**config.mk**
```make
export PLATFORM = sky130hd
export DESIGN_NAME = pixel_addr_divider_flat
export DESIGN_NICKNAME = d
export VERILOG_FILES = /design/src/rtl/pixel_addr_divider_pkg.sv /design/src/rtl/pixel_addr_divider_if.sv /design/src/rtl/pixel_addr_divider.sv /design/src/flat_wrapper.sv
export SDC_FILE = /design/constraint.sdc
export NUM_CORES = 1
export LEC_CHECK = 0
export ABC_AREA = 1
export ABC_CLOCK_PERIOD_IN_PS = 2500
export BUFFER_PORTS_ARGS = -buffer_cell sky130_fd_sc_hd__buf_4
export CELL_PAD_IN_SITES_DETAIL_PLACEMENT = 0
export CELL_PAD_IN_SITES_GLOBAL_PLACEMENT = 1
export CORE_MARGIN = 2
export CORE_UTILIZATION = 37
export DETAILED_ROUTE_END_ITERATION = 10
export HOLD_SLACK_MARGIN = 0.06
export PLACE_DENSITY = 0.88
export SLEW_MARGIN = 30
export SYNTH_ARGS = -nofsm -noshare
export SYNTH_HDL_FRONTEND = slang
export SYNTH_SLANG_ARGS = --single-unit
```
**constraint.sdc**
```tcl
create_clock -name clk -period 2.5 [get_ports clk]
set_clock_uncertainty 0.2 [all_clocks]
set_input_delay 0.25 -clock clk [delete_from_list [all_inputs] [get_ports clk]]
set_output_delay 0.25 -clock clk [all_outputs]
set_load 0.05 [all_outputs]
```
**src/rtl/pixel_addr_divider_pkg.sv**
```systemverilog
// Shared constants and FSM state type for the pixel address divider.
package pixel_addr_pkg;

  localparam int PIX_DIVIDEND_W = 21;
  localparam int PIX_DIVISOR_W  = 11;
  localparam int PIX_CNT_W      = $clog2(PIX_DIVIDEND_W);

  typedef enum logic [1:0] {
    IDLE = 2'd0,
    CALC = 2'd1,
    DONE = 2'd2
  } div_state_e;

endpackage

```
**src/rtl/pixel_addr_divider_if.sv**
```systemverilog
// Operand/result handshake bundle for pixel_addr_divider.
// PIXEL_ADDR_DIV_ZERO_FLAG_EN adds the div_zero result flag.
interface pixel_addr_divider_if
  import pixel_addr_pkg::*;
#(
  parameter int DIVIDEND_W = PIX_DIVIDEND_W,
  parameter int DIVISOR_W  = PIX_DIVISOR_W
) ();

  logic                  in_valid;
  logic                  in_ready;
  logic [DIVIDEND_W-1:0] addr;
  logic [DIVISOR_W-1:0]  width;
  logic                  out_valid;
  logic                  out_ready;
  logic [DIVIDEND_W-1:0] row;
  logic [DIVISOR_W-1:0]  col;
`ifdef PIXEL_ADDR_DIV_ZERO_FLAG_EN
  logic                  div_zero;

  modport master (
    output in_valid, addr, width, out_ready,
    input  in_ready, out_valid, row, col, div_zero
  );

  modport slave (
    input  in_valid, addr, width, out_ready,
    output in_ready, out_valid, row, col, div_zero
  );
`else
  modport master (
    output in_valid, addr, width, out_ready,
    input  in_ready, out_valid, row, col
  );

  modport slave (
    input  in_valid, addr, width, out_ready,
    output in_ready, out_valid, row, col
  );
`endif

endinterface

```
**src/rtl/pixel_addr_divider.sv**
```systemverilog
// Radix-2 restoring divider: row = addr / width, col = addr % width, one bit per cycle.
// PIXEL_ADDR_DIV_ZERO_FLAG_EN: width==0 bypasses CALC and reports div_zero.
module pixel_addr_divider
  import pixel_addr_pkg::*;
#(
  parameter int DIVIDEND_W = PIX_DIVIDEND_W,
  parameter int DIVISOR_W  = PIX_DIVISOR_W
) (
  input  logic                clk,
  input  logic                reset,
  pixel_addr_divider_if.slave bus
);

  localparam int CNT_W = $clog2(DIVIDEND_W);

  div_state_e            r_state;
  div_state_e            w_next_state;
  logic [DIVIDEND_W-1:0] r_dividend;
  logic [DIVISOR_W-1:0]  r_divisor;
  logic [DIVISOR_W:0]    r_rem;
  logic [CNT_W-1:0]      r_cnt;
  logic                  r_in_ready;
  logic                  r_out_valid;

  logic                  w_in_fire;
  logic                  w_out_fire;
  logic                  w_width_zero;
  logic                  w_cnt_zero;
  logic [DIVISOR_W:0]    w_shift;
  logic [DIVISOR_W+1:0]  w_diff;
  logic                  w_negative;
  logic                  w_unused_rem_msb;

  assign w_in_fire    = bus.in_valid && (r_state == IDLE);
  assign w_out_fire   = bus.out_ready && (r_state == DONE);
  assign w_width_zero = (bus.width == {DIVISOR_W{1'b0}});
  assign w_cnt_zero   = (r_cnt == {CNT_W{1'b0}});

  // The remainder stays below the divisor, so its top bit never feeds the next step.
  assign w_shift          = {r_rem[DIVISOR_W-1:0], r_dividend[DIVIDEND_W-1]};
  assign w_diff           = {1'b0, w_shift} - {2'b00, r_divisor};
  assign w_negative       = w_diff[DIVISOR_W+1];
  assign w_unused_rem_msb = r_rem[DIVISOR_W];

  // State register
  always_ff @(posedge clk) begin
    if (!reset) begin
      r_state <= IDLE;
    end else begin
      r_state <= w_next_state;
    end
  end

  // Next-state decode
  always_comb begin
    w_next_state = r_state;
    case (r_state)
      IDLE: begin
        if (w_in_fire) begin
`ifdef PIXEL_ADDR_DIV_ZERO_FLAG_EN
          if (w_width_zero) begin
            w_next_state = DONE;
          end else begin
            w_next_state = CALC;
          end
`else
          w_next_state = CALC;
`endif
        end else begin
          w_next_state = IDLE;
        end
      end
      CALC: begin
        if (w_cnt_zero) begin
          w_next_state = DONE;
        end else begin
          w_next_state = CALC;
        end
      end
      DONE: begin
        if (w_out_fire) begin
          w_next_state = IDLE;
        end else begin
          w_next_state = DONE;
        end
      end
      default: w_next_state = IDLE;
    endcase
  end

  // Operand capture and one restoring step per CALC cycle
  always_ff @(posedge clk) begin
    if (!reset) begin
      r_dividend <= {DIVIDEND_W{1'b0}};
      r_divisor  <= {DIVISOR_W{1'b0}};
      r_rem      <= {(DIVISOR_W+1){1'b0}};
      r_cnt      <= {CNT_W{1'b0}};
    end else begin
      case (r_state)
        IDLE: begin
          if (w_in_fire) begin
            r_divisor <= bus.width;
            r_rem     <= {(DIVISOR_W+1){1'b0}};
            r_cnt     <= CNT_W'(DIVIDEND_W - 1);
`ifdef PIXEL_ADDR_DIV_ZERO_FLAG_EN
            r_dividend <= w_width_zero ? {DIVIDEND_W{1'b0}} : bus.addr;
`else
            r_dividend <= bus.addr;
`endif
          end
        end
        CALC: begin
          r_rem      <= w_negative ? w_shift : w_diff[DIVISOR_W:0];
          r_dividend <= {r_dividend[DIVIDEND_W-2:0], ~w_negative};
          if (!w_cnt_zero) begin
            r_cnt <= r_cnt - {{(CNT_W-1){1'b0}}, 1'b1};
          end
        end
        default: begin
        end
      endcase
    end
  end

  // Handshake flags registered from the next state
  always_ff @(posedge clk) begin
    if (!reset) begin
      r_in_ready  <= 1'b1;
      r_out_valid <= 1'b0;
    end else begin
      r_in_ready  <= (w_next_state == IDLE);
      r_out_valid <= (w_next_state == DONE);
    end
  end

`ifdef PIXEL_ADDR_DIV_ZERO_FLAG_EN
  logic r_div_zero;

  // Zero-divisor flag lives from acceptance until the result is consumed
  always_ff @(posedge clk) begin
    if (!reset) begin
      r_div_zero <= 1'b0;
    end else if (w_in_fire) begin
      r_div_zero <= w_width_zero;
    end else if (w_out_fire) begin
      r_div_zero <= 1'b0;
    end else begin
      r_div_zero <= r_div_zero;
    end
  end

  assign bus.div_zero = r_div_zero;
`endif

  assign bus.in_ready  = r_in_ready;
  assign bus.out_valid = r_out_valid;
  assign bus.row       = r_dividend;
  assign bus.col       = r_rem[DIVISOR_W-1:0];

endmodule
```
**src/flat_wrapper.sv**
```systemverilog
// flat-port wrapper written by rule: the top's interface ports become plain ports
module pixel_addr_divider_flat import pixel_addr_pkg::*;
#(
  parameter int DIVIDEND_W = PIX_DIVIDEND_W,
  parameter int DIVISOR_W  = PIX_DIVISOR_W
)
  (clk, reset, bus_in_valid, bus_addr, bus_width, bus_out_ready, bus_in_ready, bus_out_valid, bus_row, bus_col);
  pixel_addr_divider_if #(.DIVIDEND_W(DIVIDEND_W), .DIVISOR_W(DIVISOR_W)) bus_i ();
  input  logic clk;
  input  logic reset;
  input wire logic [$bits(bus_i.in_valid)-1:0] bus_in_valid;
  input wire logic [$bits(bus_i.addr)-1:0] bus_addr;
  input wire logic [$bits(bus_i.width)-1:0] bus_width;
  input wire logic [$bits(bus_i.out_ready)-1:0] bus_out_ready;
  output wire logic [$bits(bus_i.in_ready)-1:0] bus_in_ready;
  output wire logic [$bits(bus_i.out_valid)-1:0] bus_out_valid;
  output wire logic [$bits(bus_i.row)-1:0] bus_row;
  output wire logic [$bits(bus_i.col)-1:0] bus_col;
  assign bus_i.in_valid = bus_in_valid;
  assign bus_i.addr = bus_addr;
  assign bus_i.width = bus_width;
  assign bus_i.out_ready = bus_out_ready;
  assign bus_in_ready = bus_i.in_ready;
  assign bus_out_valid = bus_i.out_valid;
  assign bus_row = bus_i.row;
  assign bus_col = bus_i.col;
  pixel_addr_divider #(.DIVIDEND_W(DIVIDEND_W), .DIVISOR_W(DIVISOR_W)) u_core (.clk(clk), .reset(reset), .bus(bus_i));
endmodule
```
==> impl_metrics.prom, run 1 <==
# TYPE chip_impl_metric gauge
chip_impl_metric{name="place_hpwl",unit="um"} 5360
chip_impl_metric{name="slew_headroom",unit=""} 0.454
chip_impl_metric{name="std_cell_rows",unit=""} 32
chip_impl_metric{name="cts.path.max_buffers",unit=""} 2
chip_impl_metric{name="power.leakage",unit="nW"} 1.90
chip_impl_info{name="result_of_the_run",value="finished clean"} 1
chip_impl_info{name="layout_commonest_cell",value="nand2_1"} 1
chip_impl_metric{name="globalRoute.totalOverflow",unit=""} 0
chip_impl_metric{name="power_density",unit="nW/um^2"} 749
chip_impl_metric{name="maxCapViolations",unit=""} 0
chip_impl_metric{name="floorplan.core_area",unit="sq um"} 7610
chip_impl_metric{name="antenna_violating_nets_left",unit=""} 0
chip_impl_metric{name="synth.ff_latch_count",unit=""} 52
chip_impl_metric{name="drc_errors",unit=""} 0
chip_impl_metric{name="gpl.final_weighted_congestion",unit=""} 0.896
chip_impl_metric{name="die_area",unit="sq um"} 8470
chip_impl_info{name="crit_path_start_kind",value="flop"} 1
chip_impl_metric{name="worstPathRequired",unit="ns"} 2.47
chip_impl_metric{name="nFillCells",unit=""} 774
chip_impl_metric{name="cts.reportedPaths.clkPinSlew",unit="ns"} 0.10
chip_impl_metric{name="power.ir.vdd_worst",unit="uV"} 407
chip_impl_metric{name="max_clock_freq",unit="GHz"} 0.432
chip_impl_metric{name="htree_num_levels",unit=""} 2
chip_impl_metric{name="grt_antenna_before_repair",unit=""} 0
chip_impl_info{name="path_class",value="reg2reg"} 1
chip_impl_metric{name="cts.sinks",unit=""} 52
chip_impl_metric{name="timing.final.max_slew_violations",unit=""} 0
chip_impl_metric{name="dpl.cell_count",unit=""} 585
chip_impl_metric{name="ios",unit=""} 70
chip_impl_metric{name="tightest_slew",unit="ns"} 0.815
chip_impl_metric{name="grt_max_degree",unit=""} 42
chip_impl_metric{name="critical_path.max_fanout",unit=""} 41
chip_impl_metric{name="fp.dieW",unit="um"} 92.0
chip_impl_info{name="top_signal_layer_used",value="met4"} 1
chip_impl_metric{name="area.growth.synth_to_final",unit="%"} 35.7
chip_impl_metric{name="first_global_vias",unit=""} 2895
chip_impl_metric{name="drt_pass1_iterations",unit=""} 4
chip_impl_metric{name="period_minus_slack",unit="ns"} 2.31
chip_impl_metric{name="avgRoutedWirePerCell",unit="um"} 12.1
chip_impl_metric{name="ff_latch_area",unit="sq um"} 1040
chip_impl_metric{name="drt-initial-drc-count",unit=""} 85
chip_impl_info{name="cts.root.buffer_cell",value="clkbuf_8"} 1
chip_impl_metric{name="multi_input_area",unit="sq um"} 1560
chip_impl_metric{name="die_h",unit="um"} 92.0
chip_impl_metric{name="antennaDiodeCount",unit=""} 0
chip_impl_metric{name="synth_seq_area_share",unit=""} 0.363
chip_impl_metric{name="grt_first_pass_wirelength",unit="um"} 12900
chip_impl_metric{name="via_per_inst",unit=""} 4.82
chip_impl_metric{name="synth-edff-count",unit=""} 0
chip_impl_metric{name="final_cell_count_no_fill",unit=""} 625
chip_impl_metric{name="netlist_instances",unit=""} 429
chip_impl_info{name="mostFrequentLayoutCells",value="nand2_1 (127), buf_4 (72), dfxtp_1 (52)"} 1
chip_impl_metric{name="fin_util",unit=""} 0.511
chip_impl_metric{name="wirelength_met1",unit="um"} 3560
chip_impl_metric{name="postSynthNetCount",unit=""} 479
chip_impl_metric{name="syn-mean-instance-area",unit="sq um"} 6.68
chip_impl_metric{name="finalWirelength",unit="um"} 7560
chip_impl_metric{name="port-buffer-count",unit=""} 69
chip_impl_metric{name="timing.critical_path.arrival",unit="ns"} 2.29
chip_impl_metric{name="final_layout_size_suffix_gt1_frac",unit=""} 0.178
chip_impl_metric{name="via_count",unit=""} 3015
chip_impl_info{name="synthFlopType",value="dfxtp_1"} 1
chip_impl_info{name="worst_hold_path_type",value="in2reg"} 1
chip_impl_metric{name="clkLatencyLatePin",unit="ns"} 0.31
chip_impl_metric{name="start_util",unit=""} 0.377
chip_impl_metric{name="grt.total_usage",unit=""} 0.186
chip_impl_metric{name="fin_nets",unit=""} 572
chip_impl_metric{name="whs",unit="ns"} 0.0823
chip_impl_metric{name="yosysUniqueCellTypes",unit=""} 30
chip_impl_metric{name="yosys_synthesis_warning_count",unit=""} 0
chip_impl_info{name="tritoncts",value="done"} 1
chip_impl_metric{name="final-hold-violation-count",unit=""} 0
chip_impl_metric{name="cts-buffers-inserted",unit=""} 5
chip_impl_metric{name="met3_routed_length",unit="um"} 415
chip_impl_metric{name="detailroute.wirelength.met2",unit="um"} 3430
chip_impl_info{name="worst_setup_path_end_kind",value="flop"} 1
chip_impl_metric{name="ys_async_sr_fraction",unit=""} 0
chip_impl_metric{name="finalSetupViolCount",unit=""} 0
chip_impl_metric{name="final_min_period_over_clock_period",unit=""} 0.925
chip_impl_metric{name="syn_area",unit="sq um"} 2870
==> layer usage <==
layer / vias to the layer above / GRT usage
met5: - / 0
met2: 83 / 0.313
met1: 1342 / 0.240
met4: 0 / 0.0547
met3: 15 / 0.0394
li1: 1575 / -
==> final cells by class <==
cell class | count | share of cell area
Inverter | 52 | 0.0502
Timing Repair Buffer | 104 | 0.221
Multi-Input combinational cell | 307 | 0.402
Clock buffer | 6 | 0.0212
Tap cell | 102 | 0.0328
Clock inverter | 2 | 0.00450
Sequential cell | 52 | 0.268
==> report_power, final <==
group	leakage [nW]	switching, mW	total (mW)	internal (mW)
clock	0.0522	0.314	0.546	0.233
sequential	0.429	0.0884	1.04	0.950
combinational	1.42	0.883	1.33	0.445
==> worst paths after layout <==
check,startpoint,end,slack [ns],depth (start not counted)
worst max-delay path,u_core.r_state[1]$_SDFF_PN0_,u_core.bus.row[3]$_SDFFE_PN0P_,0.19,7
worst min-delay path,bus_addr[0],u_core.bus.row[0]$_SDFFE_PN0P_,0.08,3
worst max register to register,u_core.r_state[1]$_SDFF_PN0_,u_core.bus.row[3]$_SDFFE_PN0P_,0.19,7
worst min register to register,u_core.r_divisor[9]$_SDFFE_PN0P_,u_core.r_divisor[9]$_SDFFE_PN0P_,0.27,2
==> cells in the mapped netlist, types with 4 or more instances <==
| library cell | count | share of area |
|---|---|---|
| nor2_1 | 34 | 0.045 |
| dfxtp_1 | 52 | 0.36 |
| a31oi_1 | 20 | 0.044 |
| a21oi_1 | 22 | 0.038 |
| nand3_1 | 28 | 0.049 |
| clkbuf_1 | 11 | 0.014 |
| inv_1 | 49 | 0.064 |
| o21ai_0 | 33 | 0.058 |
| xor2_1 | 4 | 0.012 |
| nand2_1 | 127 | 0.17 |
| nand4_1 | 7 | 0.015 |
| ha_1 | 13 | 0.057 |
| buf_2 | 5 | 0.0087 |
==> registers in the layout (all words and copies together) (netlist names) <==
register / cells
u_core.r_rem: 11
u_core.bus.in_ready: 1
u_core.r_state: 2
u_core.bus.out_valid: 1
u_core.bus.row: 21
u_core.r_divisor: 11
u_core.r_cnt: 5
==> stage by stage <==
stage | setup WS, ns | setup TNS, ns | total power, mW | area [sq um]
6_report | 0.186 | 0 | 2.91 | 3890
5_1_grt | -0.0102 | -0.0102 | 3.13 | 3890
4_1_cts | 0.105 | 0 | 2.92 | 3880
3_5_place_dp | 0.150 | 0 | 2.33 | 3460
3_3_place_gp | 0.178 | 0 | 2.32 | 3460
2_1_floorplan | 0.187 | 0 | 1.99 | 2870
==> cell families after synthesis <==
logic type | after synthesis | synth area share
compound gates | 80 | 0.154
xor+xnor | 4 | 0.0122
fa+ha+maj | 14 | 0.0637
buf+inv | 70 | 0.0938
flops | 52 | 0.363
simple gates | 209 | 0.313
==> critical path, cell delays in order (launching register included) <==
cell and delay [ns]:
dfxtp_1 0.32, inv_1 0.06, nand2_1 0.08, nor2_2 0.06
nor2_1 0.62, inv_2 0.47, o21ai_0 0.29, a31oi_1 0.07
==> what timing repair did <==
| item | in CTS | in global routing |
|---|---|---|
| endpoints found under the hold margin | 33 | 0 |
| buffers inserted | 0 | 0 |
| gates resized for setup | 0 | 2 |
| hold buffers | 32 | 0 |
| setup endpoints to repair | 0 | 10 |
No activity file was read; power rests on OpenSTA's default activity.
==> run 2, diff against run 1 <==
--- a/config.mk
+++ b/config.mk
@@ -5,13 +5,12 @@
 export SDC_FILE = /design/constraint.sdc
 export NUM_CORES = 1
 export LEC_CHECK = 0
-export ABC_AREA = 1
 export ABC_CLOCK_PERIOD_IN_PS = 2500
 export BUFFER_PORTS_ARGS = -buffer_cell sky130_fd_sc_hd__buf_4
 export CELL_PAD_IN_SITES_DETAIL_PLACEMENT = 0
 export CELL_PAD_IN_SITES_GLOBAL_PLACEMENT = 1
 export CORE_MARGIN = 2
-export CORE_UTILIZATION = 37
+export CORE_UTILIZATION = 38
 export DETAILED_ROUTE_END_ITERATION = 10
 export HOLD_SLACK_MARGIN = 0.06
 export PLACE_DENSITY = 0.88
==> run 2 against run 1 <==
  * Hold slack better by 0.047 ns
  * Cell area is 2.6% lower
  * Sequential power is 12% higher
  * Fmax is 4.6% lower
  * Core utilization is 4.3 points higher
  * Highest routed layer unchanged
  * Critical path depth is 3 higher
  * Global-route usage is 0.35 points lower
  * Largest power group unchanged
  * Cell count is 15% lower
  * Combinational power is 68% higher
  * Sequential share of layout area is 0.82 points higher
==> impl_metrics.prom, run 2 <==
# TYPE chip_impl_metric gauge
chip_impl_info{name="result_of_the_run",value="finished clean"} 1
chip_impl_info{name="worst_hold_path_type",value="in2reg"} 1
chip_impl_metric{name="std_cell_rows",unit=""} 30
chip_impl_metric{name="pwr-share-comb",unit=""} 0.558
chip_impl_metric{name="clkLatencyLatePin",unit="ns"} 0.30
chip_impl_metric{name="globalRoute.totalOverflow",unit=""} 0
chip_impl_metric{name="p_seq_frac",unit=""} 0.290
chip_impl_metric{name="cts.path.max_buffers",unit=""} 2
chip_impl_info{name="tritoncts",value="done"} 1
chip_impl_metric{name="yosys_synthesis_warning_count",unit=""} 0
chip_impl_metric{name="final_cell_count_no_fill",unit=""} 533
chip_impl_metric{name="avgRoutedWirePerCell",unit="um"} 13.1
chip_impl_info{name="crit_path_start_kind",value="flop"} 1
chip_impl_metric{name="period_minus_slack",unit="ns"} 2.42
chip_impl_metric{name="start_util",unit=""} 0.395
chip_impl_metric{name="power.leakage",unit="nW"} 1.62
chip_impl_metric{name="synth_xor_xnor_area_share",unit=""} 0.0260
chip_impl_info{name="cts.root.buffer_cell",value="clkbuf_8"} 1
chip_impl_metric{name="fin_nets",unit=""} 486
chip_impl_metric{name="antenna_violating_nets_left",unit=""} 0
chip_impl_metric{name="cts-buffers-inserted",unit=""} 5
chip_impl_metric{name="final_layout_size_suffix_gt1_frac",unit=""} 0.236
chip_impl_metric{name="p_sw_frac",unit=""} 0.454
chip_impl_metric{name="synth_compound_gate_area_share",unit=""} 0.217
chip_impl_metric{name="first_global_vias",unit=""} 2578
chip_impl_info{name="worst_setup_path_end_kind",value="flop"} 1
chip_impl_metric{name="timing.critical_path.arrival",unit="ns"} 2.46
chip_impl_metric{name="slew_headroom",unit=""} 0.448
chip_impl_metric{name="grt_antenna_before_repair",unit=""} 0
chip_impl_info{name="synth_top_cells_by_count",value="nand2_1 (80), dfxtp_1 (52), nor2_1 (38)"} 1
chip_impl_info{name="mostFrequentLayoutCells",value="nand2_1 (80), buf_4 (77), dfxtp_1 (51)"} 1
chip_impl_metric{name="fin_area",unit="sq um"} 3790
chip_impl_metric{name="timing.final.max_slew_violations",unit=""} 0
chip_impl_metric{name="fin_util",unit=""} 0.554
chip_impl_metric{name="power.ir.vdd_worst",unit="uV"} 443
chip_impl_metric{name="ios",unit=""} 70
chip_impl_metric{name="critical_path.max_fanout",unit=""} 8
chip_impl_metric{name="antennaDiodeCount",unit=""} 0
chip_impl_metric{name="final_min_period_over_clock_period",unit=""} 0.970
chip_impl_metric{name="grt.total_usage",unit=""} 0.182
chip_impl_metric{name="drc_errors",unit=""} 0
chip_impl_info{name="yosys.cell_count.top_type",value="nand2_1"} 1
chip_impl_metric{name="syn-mean-instance-area",unit="sq um"} 8.02
chip_impl_metric{name="die_h",unit="um"} 88.2
chip_impl_metric{name="ys_async_sr_fraction",unit=""} 0
chip_impl_metric{name="gpl.final_weighted_congestion",unit=""} 0.802
chip_impl_metric{name="power_density",unit="nW/um^2"} 1050
chip_impl_info{name="layout_commonest_cell",value="nand2_1"} 1
chip_impl_metric{name="total_switching_power",unit="mW"} 1.81
chip_impl_metric{name="yosysUniqueCellTypes",unit=""} 46
chip_impl_metric{name="finalSetupViolCount",unit=""} 0
chip_impl_metric{name="synth.ff_latch_count",unit=""} 52
chip_impl_metric{name="grt_first_pass_wirelength",unit="um"} 11400
chip_impl_metric{name="max_clock_freq",unit="GHz"} 0.412
chip_impl_metric{name="port-buffer-count",unit=""} 69
chip_impl_info{name="synth.largest_area_cell",value="dfxtp_1"} 1
chip_impl_metric{name="worstPathRequired",unit="ns"} 2.54
chip_impl_info{name="path_class",value="reg2reg"} 1
chip_impl_metric{name="synth_simple_gate_area_share",unit=""} 0.228
chip_impl_metric{name="cellInternalPower",unit="mW"} 2.18
chip_impl_metric{name="drt_pass1_iterations",unit=""} 4
chip_impl_metric{name="yosysTopAreaCellShare",unit=""} 0.386
chip_impl_info{name="top_signal_layer_used",value="met4"} 1
chip_impl_metric{name="postSynthNetCount",unit=""} 386
chip_impl_metric{name="part_of_the_total_power_dissipated_in_the_clock_network",unit=""} 0.152
chip_impl_metric{name="cts.reportedPaths.clkPinSlew",unit="ns"} 0.10
chip_impl_metric{name="maxCapViolations",unit=""} 0
chip_impl_metric{name="synth-edff-count",unit=""} 0
chip_impl_metric{name="die_area",unit="sq um"} 7780
chip_impl_info{name="combinational_family_with_the_most_area_after_synthesis",value="simple AND/OR/NAND/NOR gates"} 1
chip_impl_metric{name="whs",unit="ns"} 0.129
chip_impl_metric{name="finalWirelength",unit="um"} 7010
chip_impl_info{name="setup.worst_path.start",value="u_core.bus.row[20]$_SDFFE_PN0P_"} 1
chip_impl_metric{name="grt_max_degree",unit=""} 43
chip_impl_metric{name="syn_area",unit="sq um"} 2700
chip_impl_metric{name="drt-initial-drc-count",unit=""} 89
chip_impl_metric{name="detailroute.wirelength.met2",unit="um"} 3460
chip_impl_metric{name="via_count",unit=""} 2659
chip_impl_metric{name="tightest_slew",unit="ns"} 0.825
chip_impl_metric{name="met3_routed_length",unit="um"} 364
chip_impl_metric{name="netlist_instances",unit=""} 336
chip_impl_metric{name="largest_register_ffs",unit=""} 21
chip_impl_metric{name="dpl-instance-area",unit="sq um"} 3300
chip_impl_metric{name="dpl.cell_count",unit=""} 489
chip_impl_metric{name="wirelength_met1",unit="um"} 3130
chip_impl_metric{name="synth_seq_area_share",unit=""} 0.386
chip_impl_info{name="min_from",value="bus_out_ready"} 1
chip_impl_metric{name="area.growth.synth_to_final",unit="%"} 40.5
chip_impl_metric{name="floorplan.core_area",unit="sq um"} 6830
chip_impl_info{name="reg_to_reg_start",value="u_core.bus.row[20]$_SDFFE_PN0P_"} 1
chip_impl_metric{name="fp.dieW",unit="um"} 88.2
chip_impl_info{name="synthFlopType",value="dfxtp_1"} 1
chip_impl_metric{name="cts.sinks",unit=""} 52
chip_impl_metric{name="final-hold-violation-count",unit=""} 0
chip_impl_metric{name="yosys-mux-area-fraction",unit=""} 0.0265
chip_impl_info{name="synth.top_cells.by_area",value="dfxtp_1 (39%), nand2_1 (11%), a311oi_1 (6.5%), ha_1 (6.0%), nor2_1 (5.3%)"} 1
chip_impl_metric{name="via_per_inst",unit=""} 4.99
chip_impl_metric{name="htree_num_levels",unit=""} 2
chip_impl_metric{name="synth_adder_area_share",unit=""} 0.0678
chip_impl_metric{name="place_hpwl",unit="um"} 4730
-- run 2: changes by cell type after synthesis, moves of 4 or more --
cell	change
nor2_1	+4
o21ai_0	-28
nand2_1	-47
o21ai_1	+9
inv_1	-34
nand3_1	-24
nand4_1	-7
nor2b_1	+4
mux2i_1	+6
a31oi_1	-20
a311oi_1	+20
-- run 2: what timing repair did --
item	4_1_cts	5_1_grt
hold buffers	32	0
pin swaps	1	5
resized for setup	0	4
endpoints found under the setup margin	2	12
setup buffers	0	3
gates cloned	1	0
hold endpoints to repair	33	0
-- run 2: logic make-up (layout without fill, tap and decap cells) --
group	Yosys count	count (layout)
xor+xnor	8	8
compound gates	78	79
fa+ha+maj	14	14
mux	7	7
simple gates	145	145
flops	52	52
buf+inv	32	132
-- run 2: critical path, stage by stage (launching register included) --
cell and delay, ns:
dfxtp_4 0.36, inv_2 0.05, ha_2 0.17, inv_1 0.06, fa_2 0.40, a211oi_4 0.29
nor2_2 0.08, o21ai_4 0.22, o21ai_4 0.14, o2bb2a_1 0.31, o21ai_1 0.08
-- run 2: layout make-up --
| cell class | instances | area, sq um |
|---|---|---|
| Fill cell | 658 | 3040 |
| Multi-Input combinational cell | 253 | 1550 |
| Sequential cell | 52 | 1040 |
| Timing Repair Buffer | 109 | 898 |
| Tap cell | 96 | 120 |
| Clock buffer | 6 | 82.6 |
| Inverter | 15 | 56.3 |
| Clock inverter | 2 | 38.8 |
-- run 2: path summary, 6_finish.rpt --
check	endpoint	slack (ns)	cells after the start
setup / recovery	u_core.r_rem[9]$_SDFFE_PN0P_	0.08	10
hold / removal	u_core.bus.out_valid$_SDFF_PN0_	0.13	4
setup reg to reg	u_core.r_rem[9]$_SDFFE_PN0P_	0.08	10
hold reg to reg	u_core.r_divisor[7]$_SDFFE_PN0P_	0.26	2
-- run 2: per-layer routing --
layer	up-vias	GRT usage
met5	-	0
met4	0	0.0372
met3	6	0.0401
met2	71	0.327
met1	1228	0.225
li1	1354	-
-- run 2: power groups by stage --
stage / registers, mW / logic (mW) / clock network, mW
after global placement: 1.17 / 2.08 / 0
after global routing: 1.18 / 2.41 / 0.659
final: 1.16 / 2.23 / 0.608
after CTS: 1.16 / 2.20 / 0.626
after floorplan: 1.55 / 1.26 / 0
after detailed placement: 1.17 / 2.10 / 0
-- run 2: metrics by stage --
| step | setup WS [ns] | power [mW] | TNS [ns] |
|---|---|---|---|
| 2_1_floorplan | 0.0221 | 2.81 | 0 |
| 5_1_grt | -0.0362 | 4.25 | -0.115 |
| 6_report | 0.0756 | 3.99 | 0 |
| 3_5_place_dp | 0.00779 | 3.28 | 0 |
| 4_1_cts | 0.00434 | 3.99 | 0 |
| 3_3_place_gp | 0.0684 | 3.26 | 0 |
